<file path="config.mk">
export PLATFORM = sky130hd
export DESIGN_NAME = seg_595_scan
export DESIGN_NICKNAME = d
export VERILOG_FILES = /design/src/rtl/seg_595_scan.sv
export SDC_FILE = /design/constraint.sdc
export NUM_CORES = 1
export LEC_CHECK = 0
export ABC_AREA = 1
export BUFFER_PORTS_ARGS = -buffer_cell sky130_fd_sc_hd__buf_2
export CAP_MARGIN = 20
export CELL_PAD_IN_SITES_DETAIL_PLACEMENT = 1
export CELL_PAD_IN_SITES_GLOBAL_PLACEMENT = 1
export CORE_ASPECT_RATIO = 0.75
export CORE_MARGIN = 8
export CORE_UTILIZATION = 46
export DETAILED_ROUTE_END_ITERATION = 16
export GPL_TIMING_DRIVEN = 0
export HOLD_SLACK_MARGIN = 0.05
export MAX_ROUTING_LAYER = met4
export PLACE_DENSITY = 0.8
export RECOVER_POWER = 50
export SLEW_MARGIN = 20
export SYNTH_ARGS = -nofsm -noshare
export SYNTH_HDL_FRONTEND = slang
export SYNTH_SLANG_ARGS = --single-unit
</file>
<file path="constraint.sdc">
create_clock -name sys_clk -period 2.5 [get_ports sys_clk]
set_input_delay 0.125 -clock sys_clk [delete_from_list [all_inputs] [get_ports sys_clk]]
set_output_delay 0.125 -clock sys_clk [all_outputs]
set_load 0.05 [all_outputs]
</file>
<file path="src/rtl/seg_595_scan.sv">
// Six-digit seven-segment driver: sequential binary-to-BCD, blanking/sign/point
// decode, digit scan and 14-bit serialisation into a 74HC595 chain.
module seg_595_scan #(
  parameter int CNT_MAX = 49_999
) (
  input  logic        sys_clk,
  input  logic        sys_rst_n,
  input  logic [19:0] data,
  input  logic [5:0]  point,
  input  logic        sign,
  input  logic        seg_en,
  output logic        ds,
  output logic        shcp,
  output logic        stcp,
  output logic        oe
);

  localparam logic [1:0]  IDLE    = 2'd0;
  localparam logic [1:0]  SHIFT   = 2'd1;
  localparam logic [1:0]  DONE    = 2'd2;
  localparam int          DW      = (CNT_MAX < 1) ? 1 : $clog2(CNT_MAX + 1);
  localparam logic [19:0] VAL_MAX = 20'd999_999;

  logic [1:0]    state;
  logic [4:0]    iter;
  logic [43:0]   dd;
  logic [19:0]   last_val;
  logic          first;
  logic [23:0]   disp_bcd;
  logic          disp_valid;
  logic [19:0]   sat_val;
  logic [DW-1:0] cnt_dwell;
  logic [2:0]    idx;
  logic [5:0]    sel;
  logic [3:0]    digit;
  logic [2:0]    msd;
  logic [7:0]    seg_code;
  logic [13:0]   frame_word;
  logic [13:0]   shadow;
  logic [1:0]    cnt_4;
  logic [3:0]    cnt_bit;
  logic          frame_start;

  assign sat_val = (data > VAL_MAX) ? VAL_MAX : data;

  // One double-dabble iteration on {bcd[23:0], bin[19:0]}: adjust, then shift.
  function automatic logic [43:0] dd_step(input logic [43:0] s);
    logic [43:0] r;
    // NOTE: blocking assignments are correct here; r is a local temporary, not state.
    r = s;
    for (int i = 0; i < 6; i++) begin
      if (r[20+4*i +: 4] >= 4'd5) r[20+4*i +: 4] = r[20+4*i +: 4] + 4'd3;
    end
    return {r[42:0], 1'b0};
  endfunction

  function automatic logic [7:0] seg_of(input logic [3:0] d);
    case (d)
      4'd0:    seg_of = 8'hC0;
      4'd1:    seg_of = 8'hF9;
      4'd2:    seg_of = 8'hA4;
      4'd3:    seg_of = 8'hB0;
      4'd4:    seg_of = 8'h99;
      4'd5:    seg_of = 8'h92;
      4'd6:    seg_of = 8'h82;
      4'd7:    seg_of = 8'hF8;
      4'd8:    seg_of = 8'h80;
      4'd9:    seg_of = 8'h90;
      default: seg_of = 8'hFF;
    endcase
  endfunction

  // NOTE: sequential state uses non-blocking assignments so all registers update together.
  always_ff @(posedge sys_clk or negedge sys_rst_n) begin
    if (!sys_rst_n) begin
      state      <= IDLE;
      iter       <= 5'd0;
      dd         <= 44'd0;
      last_val   <= 20'd0;
      first      <= 1'b1;
      disp_bcd   <= 24'd0;
      disp_valid <= 1'b0;
    end else begin
      case (state)
        IDLE: begin
          if (first || (sat_val != last_val)) begin
            dd       <= {24'd0, sat_val};
            last_val <= sat_val;
            first    <= 1'b0;
            iter     <= 5'd0;
            state    <= SHIFT;
          end
        end
        SHIFT: begin
          dd   <= dd_step(dd);
          iter <= iter + 5'd1;
          if (iter == 5'd19) state <= DONE;
        end
        DONE: begin
          disp_bcd   <= dd[43:20];
          disp_valid <= 1'b1;
          state      <= IDLE;
        end
        default: state <= IDLE;
      endcase
    end
  end

  always_ff @(posedge sys_clk or negedge sys_rst_n) begin
    if (!sys_rst_n) begin
      cnt_dwell <= '0;
      idx       <= 3'd0;
    end else if (cnt_dwell == DW'(CNT_MAX)) begin
      cnt_dwell <= '0;
      idx       <= (idx == 3'd5) ? 3'd0 : idx + 3'd1;
    end else begin
      cnt_dwell <= cnt_dwell + 1'b1;
    end
  end

  // Segment code for the digit currently selected by the scan index.
  always_comb begin
    // NOTE: every output gets a default first so no path infers a latch.
    sel      = 6'd0;
    digit    = 4'd0;
    msd      = 3'd0;
    seg_code = 8'hFF;
    case (idx)
      3'd0:    begin sel = 6'b000001; digit = disp_bcd[3:0];   end
      3'd1:    begin sel = 6'b000010; digit = disp_bcd[7:4];   end
      3'd2:    begin sel = 6'b000100; digit = disp_bcd[11:8];  end
      3'd3:    begin sel = 6'b001000; digit = disp_bcd[15:12]; end
      3'd4:    begin sel = 6'b010000; digit = disp_bcd[19:16]; end
      3'd5:    begin sel = 6'b100000; digit = disp_bcd[23:20]; end
      default: begin sel = 6'd0;      digit = 4'd0;            end
    endcase
    for (int i = 1; i < 6; i++) begin
      if (disp_bcd[4*i +: 4] != 4'd0) msd = 3'(i);
    end
    if (disp_valid) begin
      if (idx <= msd) seg_code = seg_of(digit);
      else if (sign && (disp_bcd[23:20] == 4'd0) && (idx == msd + 3'd1)) seg_code = 8'hBF;
    end
    if (|(point & sel)) seg_code[7] = 1'b0;
  end

  assign frame_word  = {seg_code, sel};
  assign frame_start = (cnt_bit == 4'd0) && (cnt_4 == 2'd0);

  // ds changes at cnt_4 = 0 and shcp is high while the counter reads 3 and 0,
  // giving two cycles of setup and two of hold around each shift edge.
  always_ff @(posedge sys_clk or negedge sys_rst_n) begin
    if (!sys_rst_n) begin
      cnt_4   <= 2'd0;
      cnt_bit <= 4'd0;
      shadow  <= 14'd0;
      ds      <= 1'b0;
      shcp    <= 1'b0;
      stcp    <= 1'b0;
      oe      <= 1'b1;
    end else begin
      cnt_4 <= cnt_4 + 2'd1;
      if (cnt_4 == 2'd3) cnt_bit <= (cnt_bit == 4'd13) ? 4'd0 : cnt_bit + 4'd1;
      if (frame_start) shadow <= frame_word;
      if (cnt_4 == 2'd0) ds <= frame_start ? frame_word[0] : shadow[cnt_bit];
      shcp <= cnt_4[1];
      stcp <= (cnt_bit == 4'd13) && (cnt_4 == 2'd3);
      oe   <= ~seg_en;
    end
  end

endmodule

</file>
==> impl_metrics.sql <==
INSERT INTO impl_metrics (metric_group, metric, value, unit) VALUES
('synth', 'synth_top_family_by_area', 'simple AND/OR/NAND/NOR gates', ''),
('power', 'power_density', '802', 'mW/mm^2'),
('critical_path', 'depth_of_the_most_critical_reg_to_reg_path', '10', ''),
('timing', 'timing.clock.skew', '10.5', 'ps'),
('critical_path', 'critPathMaxStageDelay', '440', 'ps'),
('die', 'die_height', '128', 'microns'),
('routing', 'detail_route.first_pass.iterations', '5', ''),
('synth', 'synthAdderAreaFrac', '4.26', '%'),
('clock_network', 'cts-root-to-sink-buffers', '2', ''),
('timing', 'worst_pin_slew', '1230', 'ps'),
('routing', 'viasPerCell', '5.41', ''),
('finish', 'final_cell_mix', 'sky130_fd_sc_hd__nand2_1, sky130_fd_sc_hd__dfrtp_1, sky130_fd_sc_hd__inv_1', ''),
('critical_path', 'worst-path-max-fanout', '3', ''),
('timing', 'tcrit_tclk_final', '95.8', '%'),
('run', 'cap_viol_max_count', '0', ''),
('synth', 'yosys_warnings', '0', ''),
('die', 'core_region_area', '0.0162', 'sq mm'),
('global_routing', 'via_count_of_the_first_global_routing_pass', '6968', ''),
('finish', 'filler_cells', '2042', ''),
('critical_path', 'start_kind', 'register', ''),
('die', 'die_area', '0.0210', 'sq mm'),
('critical_path', 'path_class', 'register to register', ''),
('finish', 'synthToLayoutAreaGrowth', '17.6', '%'),
('clock_network', 'tritoncts_clock_tree', 'built', ''),
('finish', 'num_antenna_cells', '0', ''),
('critical_path', 'ff2ff_setup_slack', '100', 'ps'),
('placement', 'numPortBuffers', '33', ''),
('timing', 'max-slew-margin-rel', '18.2', '%'),
('critical_path', 'crit_required', '2800', 'ps'),
('finish', 'instances_no_fill', '1275', ''),
('synth', 'synth_cells', '988', ''),
('clock_network', 'cts-htree-levels', '4', ''),
('global_routing', 'grt-ovfl-total', '0', ''),
('die', 'die_width', '165', 'microns'),
('finish', 'postLayoutCoreUtil', '55.6', '%'),
('synth', 'post_synth.cell_area_avg', '7.74', 'sq um'),
('synth', 'synth.net_count', '1044', ''),
('synth', 'synth.mux.area_fraction', '0', '%'),
('hold_path', 'min-delay-path-class', 'input pin to register', ''),
('die', 'starting_density_of_the_core', '47.3', '%'),
('global_routing', 'grt_use_total', '22.1', '%'),
('routing', 'remaining_drc_errors', '0', ''),
('clock_network', 'cts_buffers', '17', ''),
('clock_network', 'clock-root-buffer', 'sky130_fd_sc_hd__clkbuf_16', ''),
('synth', 'synth-seq-area-share', '45.9', '%'),
('clock_network', 'clkLatencyLatePin', '420', 'ps'),
('clock_network', 'path_clk_slew', '60', 'ps'),
('finish', 'most_common_cell_after_layout_fill_and_taps_aside', 'sky130_fd_sc_hd__nand2_1', ''),
('placement', 'placedCellCount', '1232', ''),
('synth', 'compound_gate_portion_of_the_synthesized_area', '11.4', '%'),
('routing', 'drt-wirelength-per-cell', '17.2', 'microns'),
('timing', 'rsz0062_at_grt', 'yes', ''),
('global_routing', 'initial_antenna_violation_count', '0', ''),
('status', 'outcome', 'finished clean', ''),
('critical_path', 'crit_path_cell_trace', 'o41ai_4, a21oi_1, or2_4, ha_4, a211oi_2, o21ai_0, nor3_1, o21ai_1, nor2_1, a21boi_0', ''),
('routing', 'violation_count_after_the_first_detailed_route_iteration', '393', ''),
('timing', 'setup_violations', '0', ''),
('routing', 'ant_nets', '0', ''),
('global_routing', 'grt_start_max_net_pins', '97', ''),
('finish', 'design.final.nets', '1108', ''),
('power', 'leakage', '4.53', 'nW'),
('critical_path', 'critical_path.slowest_cell', 'sky130_fd_sc_hd__dfrtp_2', ''),
('critical_path', 'endpoint_kind', 'register', ''),
('synth', 'yosys_register_bits', '140', ''),
('die', 'top_level_ports', '34', ''),
('synth', 'synth_simple_gate_area_share', '28.1', '%'),
('clock_network', 'clock_sinks', '140', ''),
('synth', 'post_synth_num_cell_types', '44', ''),
('synth', 'synth-xor-area-share', '1.49', '%'),
('routing', 'route.final.wire_length', '21900', 'microns'),
('placement', 'place.gp.congestion', '0.812', '');
final cells by class:
type,count,area (sq um),area share [%]
Tap cell,210,263,2.92
Timing Repair Buffer,44,264,2.94
Clock inverter,10,140,1.56
Clock buffer,22,464,5.16
Buffer,36,224,2.49
Sequential cell,140,3510,39.0
Inverter,129,484,5.38
Multi-Input combinational cell,684,3640,40.5
where the power goes:
group	internal, W	leakage (nW)	switching [W]	total (W)
sequential	0.00260	1.72	0.000324	0.00292
combinational	0.000648	2.52	0.00102	0.00167
clock	0.00162	0.286	0.00100	0.00262
routing by layer:
metal  global-route usage, %  part of all wire [%]  wire length [microns]
met5                       -                     0                      0
met4                    3.75                  0.67                    146
met3                    4.59                   3.2                    692
met2                    31.6                    43                   9460
met1                    32.0                    53                  11600
final timing paths:
| path | from | endpoint |
|---|---|---|
| worst min-delay path | data[2] | last_val[2] |
| worst min register to register | cnt_4[1] | shcp |
| worst max-delay path | disp_bcd[5] | shadow[12] |
| worst max register to register | disp_bcd[5] | shadow[12] |
| max in group asynchronous | sys_rst_n | disp_bcd[4] |
| min in group asynchronous | sys_rst_n | last_val[14] |
critical path, delay by kind of cell, from the launching register on:
family	cells	cell delay [ps]
fa+ha+maj	1	250
compound gates	6	1060
flops	1	440
simple gates	3	530
sequential cells by signal (all words and copies together) (netlist names):
signal / flops
cnt_4: 2
cnt_bit: 4
cnt_dwell: 16
dd: 44
disp_bcd: 24
disp_valid: 1
ds: 1
first: 1
idx: 3
iter: 5
last_val: 20
oe: 1
shadow: 14
shcp: 1
state: 2
stcp: 1
per-stage QoR:
step	power, W	worst slack, ps	cell area (sq um)	hold WS (ps)
2_1_floorplan	0.00381	308	7640	-171
3_3_place_gp	0.00422	-848	8070	238
3_5_place_dp	0.00430	-302	8110	50.1
4_1_cts	0.00709	5.06	8850	50.1
5_1_grt	0.00759	-68.5	8990	55.3
6_report	0.00721	105	8990	50.8
synthesized netlist by cell type, drive strengths merged:
master | instances | area [sq um]
a211oi | 2 | 15.0
a21boi | 3 | 22.5
a21oi | 21 | 105
a221oi | 1 | 8.76
a22o | 4 | 35.0
a22oi | 5 | 37.5
a31oi | 4 | 25.0
a32o | 1 | 10.0
buf | 19 | 130
clkbuf | 17 | 63.8
clkinv | 1 | 3.75
dfrtp | 138 | 3450
dfstp | 2 | 52.6
ha | 26 | 325
inv | 128 | 480
nand2 | 269 | 1030
nand3 | 95 | 531
nand3b | 1 | 7.51
nand4 | 27 | 169
nor2 | 75 | 287
nor3 | 9 | 45.0
nor3b | 1 | 7.51
nor4 | 6 | 52.6
o211ai | 1 | 7.51
o21ai | 105 | 526
o221a | 1 | 11.3
o22ai | 6 | 37.5
o2bb2ai | 1 | 8.76
o311ai | 1 | 8.76
o31ai | 1 | 7.51
o41ai | 1 | 8.76
or2 | 3 | 18.8
xnor2 | 3 | 26.3
xor2 | 10 | 87.6
logic make-up (layout without fill, tap and decap cells):
family / count (synthesis) / in the layout
flops: 140 / 140
xor+xnor: 13 / 13
fa+ha+maj: 26 / 26
buf+inv: 165 / 241
compound gates: 158 / 158
simple gates: 486 / 487
timing repair:
action                                  in CTS  in global routing
gates resized for setup                     14                 43
buffers inserted                             2                  3
pin swaps                                    4                  9
hold buffers                                 5                  0
endpoints found under the setup margin       7                 77
gates cloned                                 0                  1
endpoints found under the hold margin       48                  0
No activity file was read; power rests on OpenSTA's default activity.
